## config.mk

```make
export PLATFORM = sky130hd
export DESIGN_NAME = serial_adder_ctrl
export DESIGN_NICKNAME = d
export VERILOG_FILES = /design/src/rtl/serial_adder_ctrl.sv
export SDC_FILE = /design/constraint.sdc
export NUM_CORES = 1
export LEC_CHECK = 0
export ABC_AREA = 1
export ABC_CLOCK_PERIOD_IN_PS = 1700
export CAP_MARGIN = 20
export CORE_MARGIN = 3
export CORE_UTILIZATION = 56
export CTS_BUF_LIST = sky130_fd_sc_hd__clkbuf_4 sky130_fd_sc_hd__clkbuf_8 sky130_fd_sc_hd__clkbuf_16
export DETAILED_ROUTE_END_ITERATION = 7
export HOLD_SLACK_MARGIN = 0.05
export PLACE_DENSITY = 0.87
export RECOVER_POWER = 25
export SKIP_LAST_GASP = 1
export SLEW_MARGIN = 20
export SYNTH_ARGS = -nofsm -noshare
export SYNTH_HDL_FRONTEND = slang
export SYNTH_SLANG_ARGS = --single-unit
export TNS_END_PERCENT = 1
```

## constraint.sdc

```tcl
create_clock -name clk -period 1.7 [get_ports clk]
set_input_delay 0.34 -clock clk [delete_from_list [all_inputs] [get_ports clk]]
set_output_delay 0.34 -clock clk [all_outputs]
set_load 0.02 [all_outputs]
```

## src/rtl/serial_adder_ctrl.sv

```systemverilog
// serial_adder_ctrl: bit-serial add sequencer.
// Adds two WIDTH-bit operands plus a carry-in one bit per clock, LSB first.
// A single adder_1bit is time-shared across all bit slices. The carry is held
// in a flop between slices.
//
// Ports
//   clk         rising-edge clock
//   rst         synchronous reset, active high, priority over everything
//   start       request an add; accepted only when busy=0 (IDLE or DONE)
//   A, B, Cin   operands, sampled only on the accepting edge
//   busy        high while bit slices are being computed (WIDTH cycles)
//   done        one-cycle pulse, S/Cout valid
//   S, Cout     registered result, held until the next result or reset

module adder_1bit (
  input  logic a,
  input  logic b,
  input  logic ci,
  output logic s,
  output logic co
);
  assign s  = a ^ b ^ ci;
  assign co = (a & b) | (ci & (a ^ b));
endmodule

module serial_adder_ctrl #(
  parameter int WIDTH = 8
) (
  input  logic             clk,
  input  logic             rst,
  input  logic             start,
  input  logic [WIDTH-1:0] A,
  input  logic [WIDTH-1:0] B,
  input  logic             Cin,
  output logic             busy,
  output logic             done,
  output logic [WIDTH-1:0] S,
  output logic             Cout
);
  localparam int CNT_W = $clog2(WIDTH + 1);
  localparam logic [CNT_W-1:0] LAST = CNT_W'(WIDTH - 1);

  typedef enum logic [1:0] {
    IDLE = 2'd0,
    ADD  = 2'd1,
    DONE = 2'd2
  } state_t;

  state_t           state_q, state_d;
  logic [WIDTH-1:0] a_sh_q, a_sh_d;
  logic [WIDTH-1:0] b_sh_q, b_sh_d;
  logic [WIDTH-1:0] s_sh_q, s_sh_d;
  logic             c_q, c_d;
  logic [CNT_W-1:0] cnt_q, cnt_d;
  logic [WIDTH-1:0] s_q, s_d;
  logic             cout_q, cout_d;
  logic             busy_q, busy_d;
  logic             done_q, done_d;

  logic s_bit, c_next;

  adder_1bit u_add (
    .a  (a_sh_q[0]),
    .b  (b_sh_q[0]),
    .ci (c_q),
    .s  (s_bit),
    .co (c_next)
  );

  // Sum register shifts right with the new bit entering at the MSB; this
  // form also covers WIDTH=1, where the shifted value is just s_bit.
  logic [WIDTH:0]   s_cat;
  logic [WIDTH-1:0] s_shift;
  logic             unused_lsb;
  assign s_cat      = {s_bit, s_sh_q};
  assign s_shift    = s_cat[WIDTH:1];
  assign unused_lsb = s_cat[0];

  always_comb begin
    state_d = state_q;
    a_sh_d  = a_sh_q;
    b_sh_d  = b_sh_q;
    s_sh_d  = s_sh_q;
    c_d     = c_q;
    cnt_d   = cnt_q;
    s_d     = s_q;
    cout_d  = cout_q;

    case (state_q)
      IDLE, DONE: begin
        if (start) begin
          a_sh_d  = A;
          b_sh_d  = B;
          c_d     = Cin;
          cnt_d   = '0;
          state_d = ADD;
        end else begin
          state_d = IDLE;
        end
      end
      ADD: begin
        a_sh_d = a_sh_q >> 1;
        b_sh_d = b_sh_q >> 1;
        s_sh_d = s_shift;
        c_d    = c_next;
        cnt_d  = cnt_q + CNT_W'(1);
        if (cnt_q == LAST) begin
          s_d     = s_shift;
          cout_d  = c_next;
          state_d = DONE;
        end
      end
      default: state_d = IDLE;
    endcase

    // Outputs are registered off the next state so they line up with it.
    busy_d = (state_d == ADD);
    done_d = (state_d == DONE);
  end

  always_ff @(posedge clk) begin
    if (rst) begin
      state_q <= IDLE;
      a_sh_q  <= '0;
      b_sh_q  <= '0;
      s_sh_q  <= '0;
      c_q     <= 1'b0;
      cnt_q   <= '0;
      s_q     <= '0;
      cout_q  <= 1'b0;
      busy_q  <= 1'b0;
      done_q  <= 1'b0;
    end else begin
      state_q <= state_d;
      a_sh_q  <= a_sh_d;
      b_sh_q  <= b_sh_d;
      s_sh_q  <= s_sh_d;
      c_q     <= c_d;
      cnt_q   <= cnt_d;
      s_q     <= s_d;
      cout_q  <= cout_d;
      busy_q  <= busy_d;
      done_q  <= done_d;
    end
  end

  assign busy = busy_q;
  assign done = done_q;
  assign S    = s_q;
  assign Cout = cout_q;

endmodule
```

==> flow_metrics.tcl <==
set metrics [dict create \
    status "complete, no violations" \
    num_antenna_cells 0 \
    dieWidth_um 63.06 \
    synth_most_common_cell "nand3_1" \
    endpoint_kind "output pin" \
    wl_per_cell_um 11.31 \
    cts-root-buf "clkbuf_4" \
    setup_violations 0 \
    cp.arrival_ps 1290 \
    io_buffers 30 \
    chipHeight_um 63.06 \
    grt_max_degree 25 \
    cts_resized 0 \
    fin_crit_ps 1634 \
    drive_gt1_share_pct 7.353 \
    crit_chain "clkdlybuf4s50_1" \
    drc 0 \
    synth.top_cells.by_count "nand3_1, dfxtp_1, nand2_1, a21oi_1, nor2_1" \
    wl_um 3574 \
    vias 1671 \
    dp_hpwl_um 2462 \
    max_freq_ghz 0.6119 \
    viasPerCell 5.288 \
    gp_congestion 0.8074 \
    clk_pin_slew_ps 110 \
    yosys.area_share.simple_pct 33.63 \
    postCtsSetupBuffers 0 \
    cts_buffer_depth 2 \
    min_path_type "reg2reg" \
    async_reset_ff_share_pct 0 \
    initial_core_util_pct 59.23 \
    synth_top_family_by_area "simple AND/OR/NAND/NOR gates" \
    cp.required_ps 1360 \
    dr.pass1.iters 4 \
    slowest_stage "clkdlybuf4s50_1" \
    cap_violations 0 \
    ys_types 22 \
    path_max_fanout 2 \
    synth_compound_area_share_pct 8.785 \
    dp_cells 308 \
    nNetsFinal 293 \
    numCtsBuffers 5 \
    coreArea_um2 3078 \
    cp-start-kind "flop" \
    crit_family "buffers and inverters" \
    rows 20 \
    ys_seq_area_share_pct 45.02 \
    yosys-top-cells-area "dfxtp_1, nand3_1, nand2_1, a21oi_1, nor2_1" \
    reg2reg_slack_ps 230 \
    netlist.area_leader.share_pct 45.02 \
    ant_nets 0 \
    synth-seq-cells 41 \
    skew_ps 5.331 \
    grtUsageTotal_pct 19.95 \
    stdcell_count 316 \
    p_leak_nw 0.9564 \
    syn_area_per_cell_um2 7.502 \
    finalCritPeriodShare_pct 96.14 \
    drt_iter0_markers 111 \
    grt_pass1_wl_um 6348 \
    synth_edf_count 0 \
    finalPower_mw 1.969 \
    synth_nets 265 \
    worst_pin_slew_ps 520.1 \
    final-hold-violation-count 0 \
    insertion_delay_ps 350 \
    antenna_found_initial 0 \
    dieArea_um2 3976 \
    yosysWarnings 0 \
    synth_fa_ha_area_share_pct 1.784 \
    p_per_area_nw_per_um2 890.1 \
    cts_hold_buf 0 \
    yosysTopAreaCell "dfxtp_1" \
    gr-total-overflow 0 \
    cts_tree "yes" \
    cp_num_buf_inv 1 \
    critPathKind "reg2out" \
    rsz0062_at_grt "yes" \
    first_global_vias 1499 \
    ir_drop_v 0.0006945 \
    cts.sink_count 41 \
    slowest_delay_ps 600 \
    synthMuxAreaShare_pct 0 \
    synthCells 243 \
    htreeDepth 2 \
    synth_area_um2 1823 \
    syn2layout_area_growth_pct 21.35 \
    pin_count 31 \
    synth-xor-area-share_pct 0 \
    slew_headroom_pct 65.32 \
    finalMaxSlewViolations 0 \
    dominantRegCellSynth "dfxtp_1" \
]
[flip-flops by register name, indices dropped and copies added, names as in the netlist]
register,count
Cout,1
S,8
a_sh_q,8
b_sh_q,8
busy,1
c_q,1
cnt_q,4
done,1
s_sh_q,7
state_q,2
[logic make-up after synthesis]
kind of cell / count (synthesis)
AND/OR/NAND/NOR: 130
AO/OA/AOI/OAI: 32
flip-flops: 41
buffers and inverters: 38
adder cells (fa/ha/maj): 2
[layout make-up]
class,instances,area (µm²)
clock buffers,7,58.81
clock inverters,1,30.03
fillers,258,865.8
inverters,22,85.08
multi-input cells,164,803.3
flip-flops and latches,41,820.8
well taps,44,55.05
repair buffers,37,359.1
[routing by layer]
metal  vias up  wire, µm  GRT usage, %
met3         6       204         7.130
met5         -         0             0
met2        44      1670         31.75
met4         0        32         7.989
met1       766      1665         24.49
li1        855         -             -
[final timing paths]
check	startpoint	end	depth (start not counted)
worst min register to register	s_sh_q[1]	s_sh_q[1]	2
worst max register to register	state_q[1]	a_sh_q[1]	5
worst min-delay path	s_sh_q[1]	s_sh_q[1]	2
worst max-delay path	S[1]	S[1]	1
[placed cells by master, fill, tap and decap left out]
cell type / instances
nand3_1: 69
dfxtp_1: 41
nand2_1: 34
clkdlybuf4s50_1: 29
a21oi_1: 23
nor2_1: 22
inv_1: 20
o21ai_0: 8
clkbuf_4: 6
buf_4: 3
clkbuf_2: 2
nor2_8: 1
clkinv_1: 1
nor2_2: 1
inv_4: 1
nor2_4: 1
nand2_2: 1
nand2_4: 1
o21ai_1: 1
fa_1: 1
ha_1: 1
bufinv_16: 1
clkbuf_8: 1
dlymetal6s2s_1: 1
clkbuf_1: 1
buf_12: 1
[through the flow]
stage / area (µm²) / util (%) / setup WS (ps) / setup TNS [ps] / hold slack, ps
2_1_floorplan: 1823 / - / 568.4 / 0 / 430.9
3_3_place_gp: 2132 / 69.27 / 202.0 / 0 / 447.8
3_5_place_dp: 2132 / 69.27 / 160.2 / 0 / 452.7
4_1_cts: 2221 / 72.15 / 37.25 / 0 / 469.5
5_1_grt: 2212 / 71.87 / -14.78 / -45.47 / 500.8
6_report: 2212 / 71.87 / 65.66 / 0 / 470.7
[worst reg2reg max path, delay by kind of cell (launching register included)]
kind | cells | cell delay, ps
compound gates | 1 | 180
buf+inv | 2 | 530
flops | 1 | 390
simple gates | 2 | 310
[where the power goes]
part | internal, mW | total, mW | leakage (nW) | switching [mW]
clock network | 0.367 | 0.673 | 0.0489 | 0.306
logic | 0.110 | 0.253 | 0.572 | 0.143
registers | 1.01 | 1.04 | 0.335 | 0.0322
total | 1.49 | 1.97 | 0.956 | 0.482
(Power assumes the default switching activity.)
